$ cat src/rtl/ultrasonic_echo_responder.sv
`default_nettype none
`timescale 1ns/1ps
// ============================================================================
// Module   : ultrasonic_echo_responder
// Brief    : HC-SR04 sensor-side responder. Validates the trig pulse width,
//            waits a fixed burst delay, then drives echo high for a width
//            proportional to the programmed distance (0.1 cm units).
// Revision : 1.0 - initial release
// ============================================================================
module ultrasonic_echo_responder #(
  parameter int CYC_PER_UNIT = 580,
  parameter int MIN_TRIG     = 1000,
  parameter int BURST_DELAY  = 25_000,
  parameter int MAX_DIST     = 4000,
  parameter int TIMEOUT_CYC  = 3_800_000,
  parameter int HOLDOFF      = 100_000
) (
  input  logic        clk,
  input  logic        reset_p,
  input  logic        trig,
  input  logic [11:0] distance,
  output logic        echo,
  output logic        busy,
  output logic        done,
  output logic        short_trig
);

  localparam logic [21:0] c_CYC_PER_UNIT = 22'(CYC_PER_UNIT);
  localparam logic [21:0] c_MIN_TRIG     = 22'(MIN_TRIG);
  localparam logic [21:0] c_MIN_TRIG_M1  = 22'(MIN_TRIG - 1);
  localparam logic [21:0] c_BURST_M1     = 22'(BURST_DELAY - 1);
  localparam logic [21:0] c_HOLDOFF_M1   = 22'(HOLDOFF - 1);
  localparam logic [21:0] c_TIMEOUT      = 22'(TIMEOUT_CYC);
  localparam logic [11:0] c_MAX_DIST     = 12'(MAX_DIST);

  typedef enum logic [4:0] {
    S_IDLE      = 5'b00001,
    S_TRIG_HIGH = 5'b00010,
    S_DELAY     = 5'b00100,
    S_ECHO      = 5'b01000,
    S_HOLDOFF   = 5'b10000
  } state_t;

  state_t      r_state;
  state_t      w_state_nxt;

  logic        r_trig_m;
  logic        r_trig_s;
  logic        r_trig_d;
  logic        w_rise;
  logic        w_fall;

  logic [21:0] r_cnt;
  logic [21:0] w_cnt_nxt;
  logic [21:0] w_cnt_inc;
  logic [11:0] r_dist_l;
  logic [11:0] w_dist_nxt;
  logic [21:0] w_echo_w;
  logic [21:0] w_echo_w_m1;

  logic        r_echo;
  logic        w_echo_nxt;
  logic        r_done;
  logic        w_done_nxt;
  logic        r_short;
  logic        w_short_nxt;

  assign w_rise    = r_trig_s & ~r_trig_d;
  assign w_fall    = ~r_trig_s & r_trig_d;
  assign w_cnt_inc = r_cnt + 22'd1;

  // Zero and anything beyond the sensor range answer with the no-target width.
  assign w_echo_w    = ((r_dist_l != 12'd0) && (r_dist_l <= c_MAX_DIST))
                     ? ({10'd0, r_dist_l} * c_CYC_PER_UNIT) : c_TIMEOUT;
  assign w_echo_w_m1 = w_echo_w - 22'd1;

  assign echo       = r_echo;
  assign done       = r_done;
  assign short_trig = r_short;
  assign busy       = (r_state == S_TRIG_HIGH) || (r_state == S_DELAY) ||
                      (r_state == S_ECHO) || (r_state == S_HOLDOFF);

  // Two-flop synchronizer for the asynchronous trig plus one edge-detect stage.
  always_ff @(posedge clk or posedge reset_p) begin
    if (reset_p) begin
      r_trig_m <= 1'b0;
      r_trig_s <= 1'b0;
      r_trig_d <= 1'b0;
    end else begin
      r_trig_m <= trig;
      r_trig_s <= r_trig_m;
      r_trig_d <= r_trig_s;
    end
  end

  // State, shared phase counter, latched distance and registered outputs.
  always_ff @(posedge clk or posedge reset_p) begin
    if (reset_p) begin
      r_state  <= S_IDLE;
      r_cnt    <= '0;
      r_dist_l <= '0;
      r_echo   <= 1'b0;
      r_done   <= 1'b0;
      r_short  <= 1'b0;
    end else begin
      r_state  <= w_state_nxt;
      r_cnt    <= w_cnt_nxt;
      r_dist_l <= w_dist_nxt;
      r_echo   <= w_echo_nxt;
      r_done   <= w_done_nxt;
      r_short  <= w_short_nxt;
    end
  end

  // Next-state and next-output decode; every phase ends when r_cnt hits length-1.
  always_comb begin
    w_state_nxt = r_state;
    w_cnt_nxt   = r_cnt;
    w_dist_nxt  = r_dist_l;
    w_echo_nxt  = 1'b0;
    w_done_nxt  = 1'b0;
    w_short_nxt = 1'b0;
    case (r_state)
      S_IDLE: begin
        w_cnt_nxt = '0;
        if (w_rise) begin
          w_state_nxt = S_TRIG_HIGH;
        end
      end
      S_TRIG_HIGH: begin
        if (w_fall) begin
          w_cnt_nxt = '0;
          // The rise-detect cycle was already a high cycle, so width = r_cnt + 1.
          if (r_cnt >= c_MIN_TRIG_M1) begin
            w_dist_nxt  = distance;
            w_state_nxt = S_DELAY;
          end else begin
            w_short_nxt = 1'b1;
            w_state_nxt = S_IDLE;
          end
        end else if (r_trig_s && (r_cnt < c_MIN_TRIG)) begin
          w_cnt_nxt = w_cnt_inc;
        end
      end
      S_DELAY: begin
        if (r_cnt == c_BURST_M1) begin
          w_cnt_nxt   = '0;
          w_echo_nxt  = 1'b1;
          w_state_nxt = S_ECHO;
        end else begin
          w_cnt_nxt = w_cnt_inc;
        end
      end
      S_ECHO: begin
        if (r_cnt == w_echo_w_m1) begin
          w_cnt_nxt   = '0;
          w_done_nxt  = 1'b1;
          w_state_nxt = S_HOLDOFF;
        end else begin
          w_cnt_nxt  = w_cnt_inc;
          w_echo_nxt = 1'b1;
        end
      end
      S_HOLDOFF: begin
        if (r_cnt == c_HOLDOFF_M1) begin
          w_cnt_nxt   = '0;
          w_state_nxt = S_IDLE;
        end else begin
          w_cnt_nxt = w_cnt_inc;
        end
      end
      default: begin
        w_cnt_nxt   = '0;
        w_state_nxt = S_IDLE;
      end
    endcase
  end

endmodule
`default_nettype wire

$ cat config.mk
export PLATFORM = sky130hd
export DESIGN_NAME = ultrasonic_echo_responder
export DESIGN_NICKNAME = d
export VERILOG_FILES = /design/src/rtl/ultrasonic_echo_responder.sv
export SDC_FILE = /design/constraint.sdc
export NUM_CORES = 1
export LEC_CHECK = 0
export CORE_ASPECT_RATIO = 2
export CORE_UTILIZATION = 67
export CTS_CLUSTER_DIAMETER = 50
export DETAILED_ROUTE_END_ITERATION = 8
export PLACE_DENSITY = 0.87
export SLEW_MARGIN = 40
export SYNTH_ARGS = -nofsm -noshare
export SYNTH_HDL_FRONTEND = slang
export SYNTH_SLANG_ARGS = --single-unit
$ cat constraint.sdc
create_clock -name clk -period 12.66 [get_ports clk]
set_input_delay 1.266 -clock clk [delete_from_list [all_inputs] [get_ports clk]]
set_output_delay 1.266 -clock clk [all_outputs]
set_load 0.02 [all_outputs]
==> results.sh, run 1 <==
export IMPL_cts_resized=0
export IMPL_grt_max_degree=46
export IMPL_rsz0062_at_grt="false"
export IMPL_fill_cells=514
export IMPL_cpPeakStageDelay_ns=0.67
export IMPL_ys_seq_area_share_pct=24.71
export IMPL_ctsHoldBuffers=0
export IMPL_multiInputGateArea_mm2=0.003222
export IMPL_core_mm2=0.006621
export IMPL_p_clk_share_pct=24.7
export IMPL_synth_area_mm2=0.004563
export IMPL_drive_gt1_share_pct=7.169
export IMPL_vias=4276
export IMPL_combPwrFrac_pct=46.0
export IMPL_critPathMaxFanout=22
export IMPL_startpoint_type="register"
export IMPL_hpwl_mm=9.233
export IMPL_p_int_w=0.0003267
export IMPL_crit_top_cell="ha_1"
export IMPL_ys_flop_type="dfrtp_1"
export IMPL_synth_most_common_cell="ha_1"
export IMPL_root_buffer="clkbuf_16"
export IMPL_antenna_left=0
export IMPL_cp_end_kind="register"
export IMPL_synth_edff_count=0
export IMPL_p_sw_share_pct=40.58
export IMPL_io_buffers=18
export IMPL_drt_pass1_iter_count=5
export IMPL_synthArstFlopShare_pct=100.0
export IMPL_cp_required_ns=12.79
export IMPL_via_per_inst=6.766
export IMPL_areaGrowthSynthToFinish_pct=7.650
export IMPL_hold_viol_final=0
export IMPL_fin_skew_ns=0.008666
export IMPL_finalSetupTns_ns=0
export IMPL_cts_setup_buffers=0
export IMPL_synthTopCellsByArea="dfrtp_1 24%, ha_1 13%, a21oi_1 4.4%"
export IMPL_final_nets=609
export IMPL_hold_path_class="register to register"
export IMPL_peakVddDrop_mv=0.1270
export IMPL_drv_cap=0
export IMPL_min_period_over_period_pct=45.15
export IMPL_crit_slowest_cell="fa_1"
export IMPL_gp_congestion=0.9053
export IMPL_grt_usage_pct=36.11
export IMPL_die_w_um=60.36
export IMPL_cts_tree="built"
export IMPL_yosys_area_top_type_share_pct=24.13
export IMPL_synth_top_area_cell="dfrtp_1"
export IMPL_start_util_pct=68.92
export IMPL_postSynthAreaPerCell_um2=8.450
export IMPL_min_period_ns=5.716
export IMPL_final_util_pct=74.19
export IMPL_sequentialPowerShare_pct=29.3
export IMPL_synthCells=540
export IMPL_io_pins=19
export IMPL_synth_common_cells="46 x ha_1, 44 x dfrtp_1, 40 x a21oi_1, 35 x nor2_1, 34 x nand2_1"
export IMPL_seqCellArea_mm2=0.001127
export IMPL_run_status="complete, no violations"
export IMPL_dieArea_mm2=0.007165
export IMPL_wire_per_inst_um=19.19
export IMPL_cp_arrival_ns=5.85
export IMPL_dpl_cell_area_mm2=0.004762
export IMPL_p_per_area_mw_per_mm2=111.9
export IMPL_path_clk_slew_ns=0.07
export IMPL_drc=0
export IMPL_cts_buffers=5
export IMPL_cts_sinks=45
export IMPL_cts_buffer_depth=2
export IMPL_design_area_mm2=0.004912
export IMPL_syn_num_nets=606
export IMPL_routed_wl_mm=12.13
export IMPL_num_rows=42
export IMPL_n_antenna_cell=0
export IMPL_h_tree_depth=2
export IMPL_drt_iter0_markers=243
export IMPL_holdWs_ns=0.3649
export IMPL_netSwitchingPower_w=0.0002231
export IMPL_criticalPathCategory="register to register"
export IMPL_insertion_delay_ns=0.30
export IMPL_leakagePower_nw=2.062
export IMPL_yosys_warnings=0
export IMPL_grt_pass1_vias=4294
export IMPL_dieHeight_um=118.7
export IMPL_setup_viol=0
export IMPL_clock_fmax_mhz=174.9
export IMPL_grt_overflow_total=0
export IMPL_crit_chain="ha_1 -> ha_1 -> ha_1 -> inv_1 -> fa_1 -> or4b_2 -> or2_0 -> xnor2_1 -> or4b_2 -> o21ai_1 -> nand4_1 -> nor4_2 -> nand4_4 -> o21ai_4 -> a22oi_1"
export IMPL_yosysUniqueCellTypes=74
export IMPL_relSlewSlack_pct=46.84
export IMPL_worst_slew_pin_slew_ns=0.7974
export IMPL_drv_slew=0
export IMPL_ys_seq_elements=45
export IMPL_antenna_found_initial=0
export IMPL_grt_first_pass_wirelength_mm=19.73
## worst max-delay path, delay by kind of cell (launching register included)
family,cells,cell delay [ns]
AO/OA/AOI/OAI,3,0.79
XOR/XNOR,1,0.18
adder cells (fa/ha/maj),4,1.58
buffers and inverters,1,0.06
flip-flops,1,0.57
AND/OR/NAND/NOR,6,2.35
## logic make-up (layout without fill, tap and decap cells)
kind of cell / Yosys count / after routing / synth area share (%)
AND/OR/NAND/NOR: 190 / 190 / 22.98
flip-flops: 45 / 45 / 24.71
adder cells (fa/ha/maj): 51 / 51 / 14.81
AO/OA/AOI/OAI: 151 / 151 / 22.10
buffers and inverters: 53 / 57 / 4.771
XOR/XNOR: 35 / 35 / 7.020
multiplexers: 15 / 15 / 3.619
## through the flow
step | total power (W) | std cells | worst slack (ns)
final | 0.0005498 | 632 | 6.944
after global routing | 0.0005846 | 632 | 6.681
after CTS | 0.0005467 | 632 | 6.975
after detailed placement | 0.0004103 | 624 | 6.997
after global placement | 0.0004001 | 624 | 7.152
after floorplan | 0.0003568 | 540 | 7.757
## path summary, 6_finish.rpt
| kind | from | slack (ns) | cells past startpoint | end |
|---|---|---|---|---|
| setup / recovery | r_dist_l[0]$_DFFE_PP0P_ | 6.94 | 15 | r_cnt[3]$_DFFE_PP0P_ |
| setup reg to reg | r_dist_l[0]$_DFFE_PP0P_ | 6.94 | 15 | r_cnt[3]$_DFFE_PP0P_ |
| hold / removal | r_trig_m$_DFF_PP0_ | 0.36 | 0 | r_trig_s$_DFF_PP0_ |
| max in group asynchronous | reset_p | 10.88 | 2 | r_cnt[21]$_DFFE_PP0P_ |
| min in group asynchronous | reset_p | 1.38 | 2 | r_dist_l[6]$_DFFE_PP0P_ |
| hold reg to reg | r_trig_m$_DFF_PP0_ | 0.36 | 0 | r_trig_s$_DFF_PP0_ |
## routing by layer
layer	vias up	routed length, µm	global-route usage (%)	part of all wire [%]
met3	47	535	4.705	4.4
met1	2048	4188	37.12	35
met2	165	6679	63.87	55
met4	0	721	23.26	5.9
met5	-	0	0	0
li1	2016	-	-	-
## sequential cells by signal (all words and copies together) (netlist names)
| name | cells |
|---|---|
| echo | 1 |
| r_state | 5 |
| r_cnt | 22 |
| r_trig_m | 1 |
| short_trig | 1 |
| r_trig_d | 1 |
| done | 1 |
| r_trig_s | 1 |
| r_dist_l | 12 |
## power by group through the flow
| stage | sequential [W] | combinational, W | clock (W) |
|---|---|---|---|
| after floorplan | 0.000160 | 0.000197 | 0 |
| after global placement | 0.000163 | 0.000237 | 0 |
| after detailed placement | 0.000164 | 0.000247 | 0 |
| after CTS | 0.000161 | 0.000249 | 0.000137 |
| after global routing | 0.000162 | 0.000279 | 0.000143 |
| final | 0.000161 | 0.000253 | 0.000136 |
## layout by cell type, fill, tap and decap left out, types with 4 or more instances in the layout
cell | Yosys | layout
fa_1 | 5 | 5
clkdlybuf4s50_1 | 0 | 18
nand4_1 | 10 | 10
nor2_1 | 35 | 35
nand2_1 | 34 | 34
inv_1 | 30 | 29
and3_1 | 13 | 13
a21o_1 | 5 | 5
nand3_1 | 22 | 22
o21ai_0 | 28 | 28
nand2b_1 | 8 | 8
xnor2_1 | 15 | 15
a22oi_1 | 8 | 8
xor2_1 | 19 | 19
ha_1 | 46 | 46
nor2b_1 | 4 | 4
a21oi_1 | 40 | 39
mux2_2 | 12 | 12
clkbuf_16 | 0 | 5
a2111oi_0 | 5 | 5
a211oi_1 | 5 | 5
o211ai_1 | 12 | 12
nor3_1 | 18 | 18
nor4_1 | 10 | 10
or3_1 | 4 | 4
a211o_1 | 4 | 4
o21ai_1 | 4 | 4
dfrtp_1 | 44 | 44
o21a_1 | 7 | 7
## final cells by class
cell class | instances | share of cell area (%)
timing repair buffer | 19 | 3.821
inverter | 30 | 2.343
tap | 88 | 2.241
clock inverter | 3 | 0.5094
sequential | 45 | 22.95
clock buffer | 5 | 2.547
multi-input combinational | 442 | 65.59
No activity file was read; power rests on OpenSTA's default activity.
==> run 2, diff against run 1 <==
--- a/config.mk
+++ b/config.mk
@@ -6,10 +6,10 @@
 export NUM_CORES = 1
 export LEC_CHECK = 0
 export CORE_ASPECT_RATIO = 2
-export CORE_UTILIZATION = 67
+export CORE_UTILIZATION = 56
 export CTS_CLUSTER_DIAMETER = 50
 export DETAILED_ROUTE_END_ITERATION = 8
-export PLACE_DENSITY = 0.87
+export PLACE_DENSITY = 0.77
 export SLEW_MARGIN = 40
 export SYNTH_ARGS = -nofsm -noshare
 export SYNTH_HDL_FRONTEND = slang
==> constraint.sdc (replaced) <==
create_clock -name clk -period 4.6 [get_ports clk]
set_input_delay 0.46 -clock clk [delete_from_list [all_inputs] [get_ports clk]]
set_output_delay 0.46 -clock clk [all_outputs]
set_load 0.02 [all_outputs]
==> run 2 against run 1 <==
Net effect: the run now ends with negative setup slack left; via count up 8.4%; clock-buffer cell count unchanged; critical path depth up 2; power rose to 3.4 times the previous value; sequential share of layout area down 3.9 points; sequential power rose to 2.7 times the previous value; final area up 21%; critical endpoint is now r_cnt[17]$_DFFE_PP0P_; first-iteration DRC count up 68%; clock skew up 0.0014 ns; non-clock buffer count up 76; die area up 19%.
==> results.sh, run 2 (synthesis gave the netlist of run 1 again) <==
export IMPL_min_period_ns=4.812
export IMPL_start_util_pct=57.87
export IMPL_grt_first_pass_wirelength_mm=22.78
export IMPL_clock_fmax_mhz=207.8
export IMPL_peakVddDrop_mv=0.2599
export IMPL_setup_viol=26
export IMPL_cpPeakStageDelay_ns=0.58
export IMPL_crit_family="adder cells"
export IMPL_grt_max_degree=46
export IMPL_dp_cells=687
export IMPL_crit_slowest_cell="fa_1"
export IMPL_rsz0062_at_grt="true"
export IMPL_hpwl_mm=9.869
export IMPL_vias=4634
export IMPL_critPathBufInv=3
export IMPL_cts_tree="built"
export IMPL_dieHeight_um=129.7
export IMPL_path_clk_slew_ns=0.07
export IMPL_crit_top_cell="ha_4"
export IMPL_grt_usage_pct=35.06
export IMPL_antenna_left=0
export IMPL_via_per_inst=6.472
export IMPL_n_antenna_cell=0
export IMPL_drc=0
export IMPL_drt_iter0_markers=409
export IMPL_io_pins=19
export IMPL_largest_reg_flops=22
export IMPL_critPathMaxFanout=7
export IMPL_areaGrowthSynthToFinish_pct=30.22
export IMPL_num_rows=46
export IMPL_drive_gt1_share_pct=27.10
export IMPL_grt_overflow_total=0
export IMPL_root_buffer="clkbuf_16"
export IMPL_startpoint_type="register"
export IMPL_drt_pass1_iter_count=7
export IMPL_final_nets=685
export IMPL_design_area_mm2=0.005942
export IMPL_dpl_cell_area_mm2=0.005248
export IMPL_relSlewSlack_pct=55.47
export IMPL_insertion_delay_ns=0.30
export IMPL_drv_cap=0
export IMPL_crit_chain="buf_4 -> ha_4 -> fa_1 -> ha_4 -> ha_4 -> and3_4 -> a221oi_4 -> xnor3_1 -> or3_4 -> a2111oi_4 -> o22ai_2 -> nor4_4 -> nand4_4 -> o21ai_4 -> buf_12 -> buf_16 -> a21oi_2"
export IMPL_drv_slew=0
export IMPL_multiInputGateArea_mm2=0.003587
export IMPL_p_per_area_mw_per_mm2=314.2
export IMPL_hold_viol_final=0
export IMPL_reg_top3="r_cnt (22), r_dist_l (12), r_state (5)"
export IMPL_cts_buffers=5
export IMPL_violations="negative setup slack"
export IMPL_fin_skew_ns=0.01008
export IMPL_core_mm2=0.007885
export IMPL_worst_slew_pin_slew_ns=0.6679
export IMPL_h_tree_depth=2
export IMPL_layout_commonest_cell="buf_4"
export IMPL_leakagePower_nw=2.494
export IMPL_worst_slack_ns=-0.2123
export IMPL_routed_wl_mm=14.26
export IMPL_wire_per_inst_um=19.92
export IMPL_hold_path_class="register to register"
export IMPL_criticalPathCategory="register to register"
export IMPL_registers_top_by_ff_count="r_cnt"
export IMPL_min_period_over_period_pct=104.6
export IMPL_cp_end_kind="register"
export IMPL_seqCellArea_mm2=0.001130
export IMPL_final_cell_mix="69 x buf_4, 42 x dfrtp_1, 35 x nor2_1, 35 x ha_1, 34 x nand2_1"
export IMPL_cts_sinks=45
export IMPL_cp_arrival_ns=4.98
export IMPL_gp_congestion=0.9333
export IMPL_cts_buffer_depth=2
export IMPL_run_status="finished with violations"
export IMPL_antenna_found_initial=0
export IMPL_cp_required_ns=4.77
export IMPL_io_buffers=18
export IMPL_die_w_um=65.83
export IMPL_fin_cells=716
export IMPL_grt_pass1_vias=4798
export IMPL_dp_slack_ns=-0.2292
export IMPL_holdWs_ns=0.3546
export IMPL_dieArea_mm2=0.008536
export IMPL_fill_cells=539
export IMPL_finalSetupTns_ns=-4.286
==> run 2: cell types whose count changed in the layout (fill, tap and decap cells not counted), sizes merged <==
cell,delta
clkbuf,+1
buf,+75
clkinv,-1
clkinvlp,-1
inv,+2
==> run 2: routing by layer <==
metal	vias to the layer above	routed length (µm)	GRT usage [%]
met2	174	7998	66.09
met1	2219	4781	33.70
li1	2183	-	-
met5	-	0	0
met4	0	960	23.27
met3	58	522	4.754
==> run 2: area by class of cell <==
cell class	count	share of cell area, %
clock buffers	5	2.106
clock inverters	3	0.4843
inverters	30	1.937
multi-input cells	442	60.37
flip-flops and latches	45	19.01
well taps	96	2.021
repair buffers	95	14.07
==> run 2: worst reg2reg max path, stage by stage, from the launching register on <==
cell and delay, ns:
dfrtp_1 0.38, buf_4 0.16, ha_4 0.25, fa_1 0.58, ha_4 0.24, ha_4 0.26, and3_4 0.20, a221oi_4 0.31
xnor3_1 0.29, or3_4 0.44, a2111oi_4 0.38, o22ai_2 0.16, nor4_4 0.34, nand4_4 0.14, o21ai_4 0.22, buf_12 0.15
buf_16 0.14, a21oi_2 0.06
==> run 2: timing repair <==
item                                    4_1_cts  5_1_grt
hold buffers                                  0        0
gates cloned                                  2        1
endpoints found under the setup margin       26       26
resized for setup                            38       32
pin swaps                                    22       32
buffers inserted                             12        7
==> run 2: per-stage QoR <==
stage          power (W)  utilization (%)
2_1_floorplan   0.001012                -
4_1_cts         0.001775            73.01
3_3_place_gp    0.001279            66.47
5_1_grt         0.001978            75.36
3_5_place_dp    0.001303            66.55
6_report        0.001867            75.36
==> run 2: path summary, 6_finish.rpt <==
check                      cells after the start                       to               startpoint  slack (ns)
min                                            0       r_trig_s$_DFF_PP0_       r_trig_m$_DFF_PP0_        0.35
min in group asynchronous                      2  r_dist_l[0]$_DFFE_PP0P_                  reset_p        0.59
min reg2reg                                    0       r_trig_s$_DFF_PP0_       r_trig_m$_DFF_PP0_        0.35
max                                           17    r_cnt[17]$_DFFE_PP0P_  r_dist_l[1]$_DFFE_PP0P_       -0.21
max in group asynchronous                      2  r_dist_l[3]$_DFFE_PP0P_                  reset_p        3.59
max reg2reg                                   17    r_cnt[17]$_DFFE_PP0P_  r_dist_l[1]$_DFFE_PP0P_       -0.21
==> run 2: power breakdown <==
group          internal, W  leakage (nW)  switching [W]
clock             0.000209        0.0767       0.000171
sequential        0.000416         0.587      0.0000228
combinational     0.000499          1.83       0.000549
==> run 3, diff against run 2 <==
--- a/config.mk
+++ b/config.mk
@@ -6,10 +6,9 @@
 export NUM_CORES = 1
 export LEC_CHECK = 0
 export CORE_ASPECT_RATIO = 2
-export CORE_UTILIZATION = 56
+export CORE_UTILIZATION = 25
 export CTS_CLUSTER_DIAMETER = 50
 export DETAILED_ROUTE_END_ITERATION = 8
-export PLACE_DENSITY = 0.77
 export SLEW_MARGIN = 40
 export SYNTH_ARGS = -nofsm -noshare
 export SYNTH_HDL_FRONTEND = slang
==> run 3 against run 2 <==
Net effect: the run now ends clean; sequential cell count stayed put; sequential share of layout area is 0.30 points lower; utilization is 41 points lower; clock-buffer cell count is 1 higher; hold slack worse by 0.0070 ns; clock skew hardly changed; critical endpoint is now r_cnt[3]$_DFFE_PP0P_; highest routed layer unchanged.
==> results.sh, run 3 (synthesis gave the netlist of run 1 again) <==
export IMPL_finalSetupTns_ns=0
export IMPL_antenna_found_initial=0
export IMPL_crit_chain="ha_1 -> fa_1 -> ha_1 -> ha_4 -> nor2b_1 -> a22o_1 -> a22oi_1 -> or3_4 -> or4_4 -> a2111o_1 -> nand3_2 -> nand4_4 -> o21ai_4 -> buf_8 -> a22oi_1"
export IMPL_cpPeakStageDelay_ns=0.49
export IMPL_n_antenna_cell=0
export IMPL_ctsHoldBuffers=0
export IMPL_dp_cells=821
export IMPL_drt_iter0_markers=192
export IMPL_hold_depth=0
export IMPL_criticalPathCategory="register to register"
export IMPL_rr_worst_depth=15
export IMPL_insertion_delay_ns=0.30
export IMPL_grt_pass1_vias=4588
export IMPL_holdPathEnd="r_trig_s$_DFF_PP0_"
export IMPL_gp_congestion=0.8256
export IMPL_hpwl_mm=10.93
export IMPL_cp_end_kind="register"
export IMPL_dr_wl_met2_mm=8.226
export IMPL_min_period_ns=4.586
export IMPL_cts_buffer_depth=2
export IMPL_cp_required_ns=4.77
export IMPL_startpoint_type="register"
export IMPL_grt_max_degree=46
export IMPL_relSlewSlack_pct=47.76
export IMPL_critPathMaxFanout=10
export IMPL_final_nets=690
export IMPL_crit_family="adder cells"
export IMPL_grt_overflow_total=0
export IMPL_antenna_left=0
export IMPL_registers_top_by_ff_count="r_cnt"
export IMPL_die_w_um=97.53
export IMPL_min_period_over_period_pct=99.69
export IMPL_root_buffer="clkbuf_16"
export IMPL_hold_viol_final=0
export IMPL_drive_gt1_share_pct=25.92
export IMPL_grt_first_pass_wirelength_mm=22.37
export IMPL_leakagePower_nw=2.505
export IMPL_fin_skew_ns=0.009921
export IMPL_cp_arrival_ns=4.76
export IMPL_io_buffers=18
export IMPL_io_pins=19
export IMPL_via_per_inst=5.329
export IMPL_worst_slew_pin_slew_ns=0.7835
export IMPL_peakVddDrop_mv=0.1498
export IMPL_reg2reg_from="r_dist_l[1]$_DFFE_PP0P_"
export IMPL_setup_viol=0
export IMPL_grt_usage_pct=14.98
export IMPL_path_clk_slew_ns=0.07
export IMPL_dieArea_mm2=0.01883
export IMPL_cts_buffers=5
export IMPL_m1WireLength_mm=4.725
export IMPL_design_area_mm2=0.006038
export IMPL_worst_slack_ns=0.01431
export IMPL_crit_slowest_cell="fa_1"
export IMPL_start_util_pct=25.66
export IMPL_num_rows=69
export IMPL_clock_fmax_mhz=218.1
export IMPL_reg2reg_slack_ns=0.01
export IMPL_hold_path_startpoint="r_trig_m$_DFF_PP0_"
export IMPL_dp_slack_ns=-0.1635
export IMPL_top_layer="met4"
export IMPL_reg_top3="r_cnt (22), r_dist_l (12), r_state (5)"
export IMPL_layout_commonest_cell="buf_4"
export IMPL_rsz0062_at_grt="true"
export IMPL_drt_pass1_iter_count=4
export IMPL_p_per_area_mw_per_mm2=302.0
export IMPL_vias=4466
export IMPL_cts_sinks=45
export IMPL_wire_per_inst_um=16.57
export IMPL_fin_cells=838
export IMPL_hold_path_class="register to register"
export IMPL_cts_tree="built"
export IMPL_dpl_cell_area_mm2=0.005522
export IMPL_core_mm2=0.01778
export IMPL_wl_met3_um=203
export IMPL_run_status="complete, no violations"
export IMPL_dieHeight_um=193.1
export IMPL_areaGrowthSynthToFinish_pct=32.33
export IMPL_drv_cap=0
export IMPL_h_tree_depth=2
export IMPL_final_cell_mix="75 x buf_4, 42 x dfrtp_1, 38 x a21oi_1"
export IMPL_routed_wl_mm=13.88
export IMPL_drc=0
export IMPL_critPathBufInv=1
export IMPL_largest_reg_flops=22
export IMPL_worstReg2RegEnd="r_cnt[3]$_DFFE_PP0P_"
export IMPL_holdWs_ns=0.3476
export IMPL_drv_slew=0
## run 3: changes by cell type in the layout (fill, tap and decap cells not counted), sizes merged
cell	change
buf	+6
clkinv	+2
inv	-3
## run 3: final cells by class
cell class                      count  area [µm²]
Fill cell                        1859       11750
Multi-Input combinational cell    442        3545
Sequential cell                    45        1130
Timing Repair Buffer              100       829.5
Tap cell                          213       266.5
Clock buffer                        6       138.9
Inverter                           30       115.1
Clock inverter                      2       13.76
## run 3: timing repair
item                       4_1_cts  5_1_grt
pin swaps                        2       16
resized for setup               18       43
setup endpoints to repair       25       26
gates cloned                     1        0
buffers inserted                 7        3
## run 3: worst max path at each step
| stage | cells after the start | from | to | slack [ns] |
|---|---|---|---|---|
| 5_1_grt | 19 | r_dist_l[2]$_DFFE_PP0P_ | r_cnt[20]$_DFFE_PP0P_ | -0.20 |
| 2_1_floorplan | 17 | r_dist_l[3]$_DFFE_PP0P_ | r_cnt[3]$_DFFE_PP0P_ | 0.01 |
| 6_report | 15 | r_dist_l[1]$_DFFE_PP0P_ | r_cnt[3]$_DFFE_PP0P_ | 0.01 |
| 3_3_place_gp | 18 | r_dist_l[2]$_DFFE_PP0P_ | r_cnt[3]$_DFFE_PP0P_ | -0.11 |
| 3_5_place_dp | 18 | r_dist_l[2]$_DFFE_PP0P_ | r_cnt[0]$_DFFE_PP0P_ | -0.16 |
| 4_1_cts | 19 | r_dist_l[2]$_DFFE_PP0P_ | r_cnt[0]$_DFFE_PP0P_ | -0.08 |
## run 3: through the flow
stage               total power [W]  util (%)
floorplan                  0.001012         -
detailed placement         0.001347     31.05
finish                     0.001824     33.95
global placement           0.001342     31.01
CTS                        0.001771     32.87
global route               0.001950     33.95
## run 3: power breakdown
| part | switching [W] | total [W] | internal [W] |
|---|---|---|---|
| clock network | 0.000168 | 0.000385 | 0.000217 |
| logic | 0.000509 | 0.00100 | 0.000492 |
| registers | 0.0000217 | 0.000438 | 0.000416 |
## run 3: per-layer routing
metal  track usage [%]  vias up
li1                  -     2176
met5                 0        -
met4             9.050        0
met3             1.442       44
met1             13.41     2172
met2             31.33       74
==> patch 1 (settings of run 3) <==
Make the reset (`reset_p`) synchronous in 2 clocked blocks. Comments in the files are not updated.
--- a/src/rtl/ultrasonic_echo_responder.sv
+++ b/src/rtl/ultrasonic_echo_responder.sv
@@ -81,7 +81,7 @@
                       (r_state == S_ECHO) || (r_state == S_HOLDOFF);
 
   // Two-flop synchronizer for the asynchronous trig plus one edge-detect stage.
-  always_ff @(posedge clk or posedge reset_p) begin
+  always_ff @(posedge clk) begin
     if (reset_p) begin
       r_trig_m <= 1'b0;
       r_trig_s <= 1'b0;
@@ -94,7 +94,7 @@
   end
 
   // State, shared phase counter, latched distance and registered outputs.
-  always_ff @(posedge clk or posedge reset_p) begin
+  always_ff @(posedge clk) begin
     if (reset_p) begin
       r_state  <= S_IDLE;
       r_cnt    <= '0;
Function: differs if reset_p is asserted again (counterexample within 4 cycles, from zero or initial values and one cycle with reset_p high); with reset_p held inactive, the same outputs for 10 cycles.
==> patch 1 against run 3 <==
The flow now finishes with violations (setup timing). Hold slack better by 0.091 ns. Via count is 6.9% lower. Wire length is 4.3% lower. Die area is 5.3% lower. Sequential cell count stayed put. Final cell count is 2.6% lower. Count of clock-buffer cells in the layout is 1 lower. Cell area is 1.3% lower. Area after synthesis is 5.4% lower. Setup slack worse by 0.066 ns.
Power is not compared: it rests on default switching activity, and its combinational part moved more than twofold at a synthesized area within 25%.
==> patch 1: results (changes against run 3) <==
[critical_path]
critPathMaxFanout = 8  ; -2
critical-path-top-delay-family = simple AND/OR/NAND/NOR gates
slowest_delay_ns = 0.54  ; +0.05 ns
crit_slowest_cell = or4_4
worstPathArrival_ns = 4.84  ; +0.08 ns

[sta]
setup_viol_count_final = 13  ; +13
timing.final.ws_setup_ns = -0.0514  ; -0.0657 ns
fin_worst_skew_ns = 0.00634  ; -0.00358 ns
tightest_slew_ns = 0.686  ; -0.0975 ns
setup_tns_ns = -0.493  ; -0.493 ns

[detailed_routing]
vias = 4157  ; -6.9%
drt_iter0_markers = 105  ; -45%
first_pass_iters = 4  ; unchanged
wirelength_met1_um = 4210  ; -11%
route.met2.wl_um = 8140  ; -1.0%
routed_wl_um = 13300  ; -4.3%
wl_met3_um = 144  ; -29%
highest_layer = met4

[yosys]
synth_nets = 595  ; -1.8%
synthArstFlopShare_pct = 0  ; -100 points
syn_avg_cell_area_um2 = 8.16  ; -3.4%
synth_common_cells = nor2_1, ha_1, dfxtp_1, nand2_1, xor2_1
synth.yosys.seq_area_share_pct = 20.9  ; -3.8 points
synth.distinct_cells = 76  ; +2.7%
ys_top_cells_by_area = dfxtp_1, ha_1, xor2_1
yosys_most_used_dff = dfxtp_1
synth_warnings = 0  ; unchanged

[placement]
place_congestion = 0.834  ; +1.0%
dpl.hpwl_um = 10500  ; -4.3%
dp_slack_ns = -0.269  ; -0.106 ns
dp_cells = 792  ; -3.5%
dpl-instance-area_um2 = 5140  ; -7.0%

[status]
status = finished with violations
violations = setup timing

[finish]
n_antenna_cell = 0  ; unchanged
drive_gt1_share_pct = 30.5  ; +4.6 points
num-fill-cells = 1662  ; -11%
stdcell_count = 816  ; -2.6%
reg_top3 = r_cnt (22), r_dist_l (12), r_state (5)
regArea_um2 = 913  ; -19%
nNetsFinal = 674  ; -2.3%

[grt]
antenna_found_initial = 0  ; unchanged
grt_max_degree = 26  ; -43%
grtUsageTotal_pct = 15.1  ; +0.13 points
grt_pass1_wl_um = 20600  ; -8.1%

[power]
leakagePower_nw = 2.44
ir_drop_mv = 0.120

[cts]
clk_latency_ns = 0.30  ; about the same
htreeDepth = 2  ; unchanged
cts_buffers = 5  ; unchanged
root_buffer = clkbuf_16

[worst_hold_path]
hold_class = register to register

-- patch 1: what timing repair did --
item / in CTS / in global routing
resized for setup: 49 / 50
pin swaps: 23 / 34
cloned: 1 / 0
setup buffers: 9 / 8
endpoints found under the setup margin: 26 / 25
-- patch 1: worst paths after layout --
check                            startpoint         to  slack (ns)  depth (start not counted)
worst max register to register  r_dist_l[3]  r_cnt[11]       -0.05                         20
worst min-delay path               r_trig_m   r_trig_s        0.44                          1
worst max-delay path            r_dist_l[3]  r_cnt[11]       -0.05                         20
worst min register to register     r_trig_m   r_trig_s        0.44                          1
-- patch 1: power by group through the flow --
stage	Clock [mW]	Sequential (mW)	Combinational [mW]
global route	0.389	0.391	0.0235
floorplan	0	0.401	0.00691
global placement	0	0.402	0.0217
CTS	0.379	0.392	0.0215
finish	0.374	0.391	0.0217
detailed placement	0	0.401	0.0213
-- patch 1: logic make-up after synthesis --
group           share of synthesized area (%)
buf+inv                                  5.45
simple gates                             26.7
xor+xnor                                 11.2
compound gates                           16.3
mux                                      3.85
flops                                    20.9
fa+ha+maj                                15.7
-- patch 1: layer usage --
layer  global-route usage, %  up-vias
met1                    12.0     1997
met2                    31.7       68
li1                        -     2046
met3                    1.09       46
met4                    10.5        0
met5                       0        -
-- patch 1: layout make-up --
class	instances	share of cell area, %
Inverter	26	1.64
Sequential cell	45	15.3
Multi-Input combinational cell	429	61.6
Clock buffer	5	2.10
Timing Repair Buffer	101	14.6
Tap cell	207	4.35
Clock inverter	3	0.378
==> patch 2 (flow settings as in run 3) <==
Without the edit above. Change the parameter `TIMEOUT_CYC` from 3_800_000 to 2_850_000.
--- a/src/rtl/ultrasonic_echo_responder.sv
+++ b/src/rtl/ultrasonic_echo_responder.sv
@@ -12,7 +12,7 @@
   parameter int MIN_TRIG     = 1000,
   parameter int BURST_DELAY  = 25_000,
   parameter int MAX_DIST     = 4000,
-  parameter int TIMEOUT_CYC  = 3_800_000,
+  parameter int TIMEOUT_CYC  = 2_850_000,
   parameter int HOLDOFF      = 100_000
 ) (
   input  logic        clk,
Behaviour: same outputs for any inputs over 10 cycles, from zero or initial values and one cycle with reset_p high; that may be too few to reach the edited logic, so the function may still have changed.
==> patch 2 against run 3 <==
The run now ends with setup timing left. Wire length down 2.3%. Setup slack got worse by 0.14 ns. Sequential cell count stayed put. Critical path depth rose by 6. Area after synthesis fell by 3.2%. Largest cell class unchanged. Critical endpoint is now r_cnt[1]. Global-route usage is 0.29 points lower. Cell area up 2.4%. Via count down 4.5%.
Power is not compared: it rests on default switching activity, and its combinational part moved more than twofold at a synthesized area within 25%.
==> patch 2: results (changes against run 3) <==
[floorplan]
core_area_um2 = 17300  ; -2.9%

[grt]
grt_pass1_wl_um = 20600  ; -8.0%
met2_usage_pct = 29.1  ; -2.2 points
grt_use_met1_pct = 13.5  ; +0.085 points
grt_pass1_vias = 4254  ; -7.3%
gr-usage-met3_pct = 1.76  ; +0.32 points

[critical_path]
cp-startpoint = r_dist_l[5]
cp-endpoint = r_cnt[1]
critical-path-top-delay-family = compound AO/OA/AOI/OAI gates
critPathMaxFanout = 6  ; -4

[status]
violations = setup timing
status = finished with violations

[placement]
dp_cells = 779  ; -5.1%
place_congestion = 0.864  ; +4.6%
dpl.hpwl_um = 9540  ; -13%
dp_slack_ns = -0.249  ; -0.0855 ns
dpl-instance-area_um2 = 5160  ; -6.5%

[sta]
fin_worst_skew_ns = 0.00832  ; -0.00161 ns
setup_viol_count_final = 21  ; +21
slew-limit-headroom_pct = 53.7  ; +5.9 points
hold_slack_ns = 0.379  ; +0.0315 ns
timing.final.ws_setup_ns = -0.125  ; -0.139 ns

[finish]
num-fill-cells = 1708  ; -8.1%
nNonClkBuffers = 98  ; -2.0%
nNetsFinal = 668  ; -3.2%
utilization_pct = 35.8  ; +1.9 points
inverters_excl_clock = 25  ; -17%
regArea_um2 = 1130  ; -0.11%
multi_input_cells = 427  ; -3.4%
drive_gt1_share_pct = 33.2  ; +7.2 points

[detailed_routing]
avgRoutedWirePerCell_um = 16.7  ; +0.71%
wl_met3_um = 332  ; +64%

[yosys]
ys_top_cells_by_area = dfrtp_1, ha_1, xnor2_1
synth.yosys.seq_area_share_pct = 25.5  ; +0.80 points
syn_inst = 523  ; -3.1%
synth_nets = 589  ; -2.8%
synth_common_cells = nand2_1, ha_1, dfrtp_1, nor2_1
synth.distinct_cells = 73  ; -1.4%

[power]
ir_drop_mv = 0.167

==> patch 2: cell types whose count changed after synthesis, sizes merged, moves of 7 or more <==
| cell | run 3 | this run |
|---|---|---|
| a21oi | 41 | 23 |
| nand2 | 34 | 48 |
| a22oi | 8 | 0 |
| o211ai | 12 | 4 |
| nor2 | 35 | 42 |
==> patch 2: logic make-up (layout without fill, tap and decap cells) <==
group | count (synthesis) | in the layout | share of synthesized area (%)
AND/OR/NAND/NOR | 212 | 215 | 25.9
AO/OA/AOI/OAI | 109 | 109 | 16.6
buffers and inverters | 54 | 131 | 5.21
adder cells (fa/ha/maj) | 52 | 52 | 15.5
flip-flops | 45 | 45 | 25.5
XOR/XNOR | 41 | 41 | 8.75
multiplexers | 10 | 10 | 2.52
==> patch 2: timing repair <==
item | 4_1_cts | 5_1_grt
pin swaps | 34 | 38
setup endpoints to repair | 24 | 26
gates cloned | 2 | 1
buffers inserted | 13 | 11
resized for setup | 54 | 60
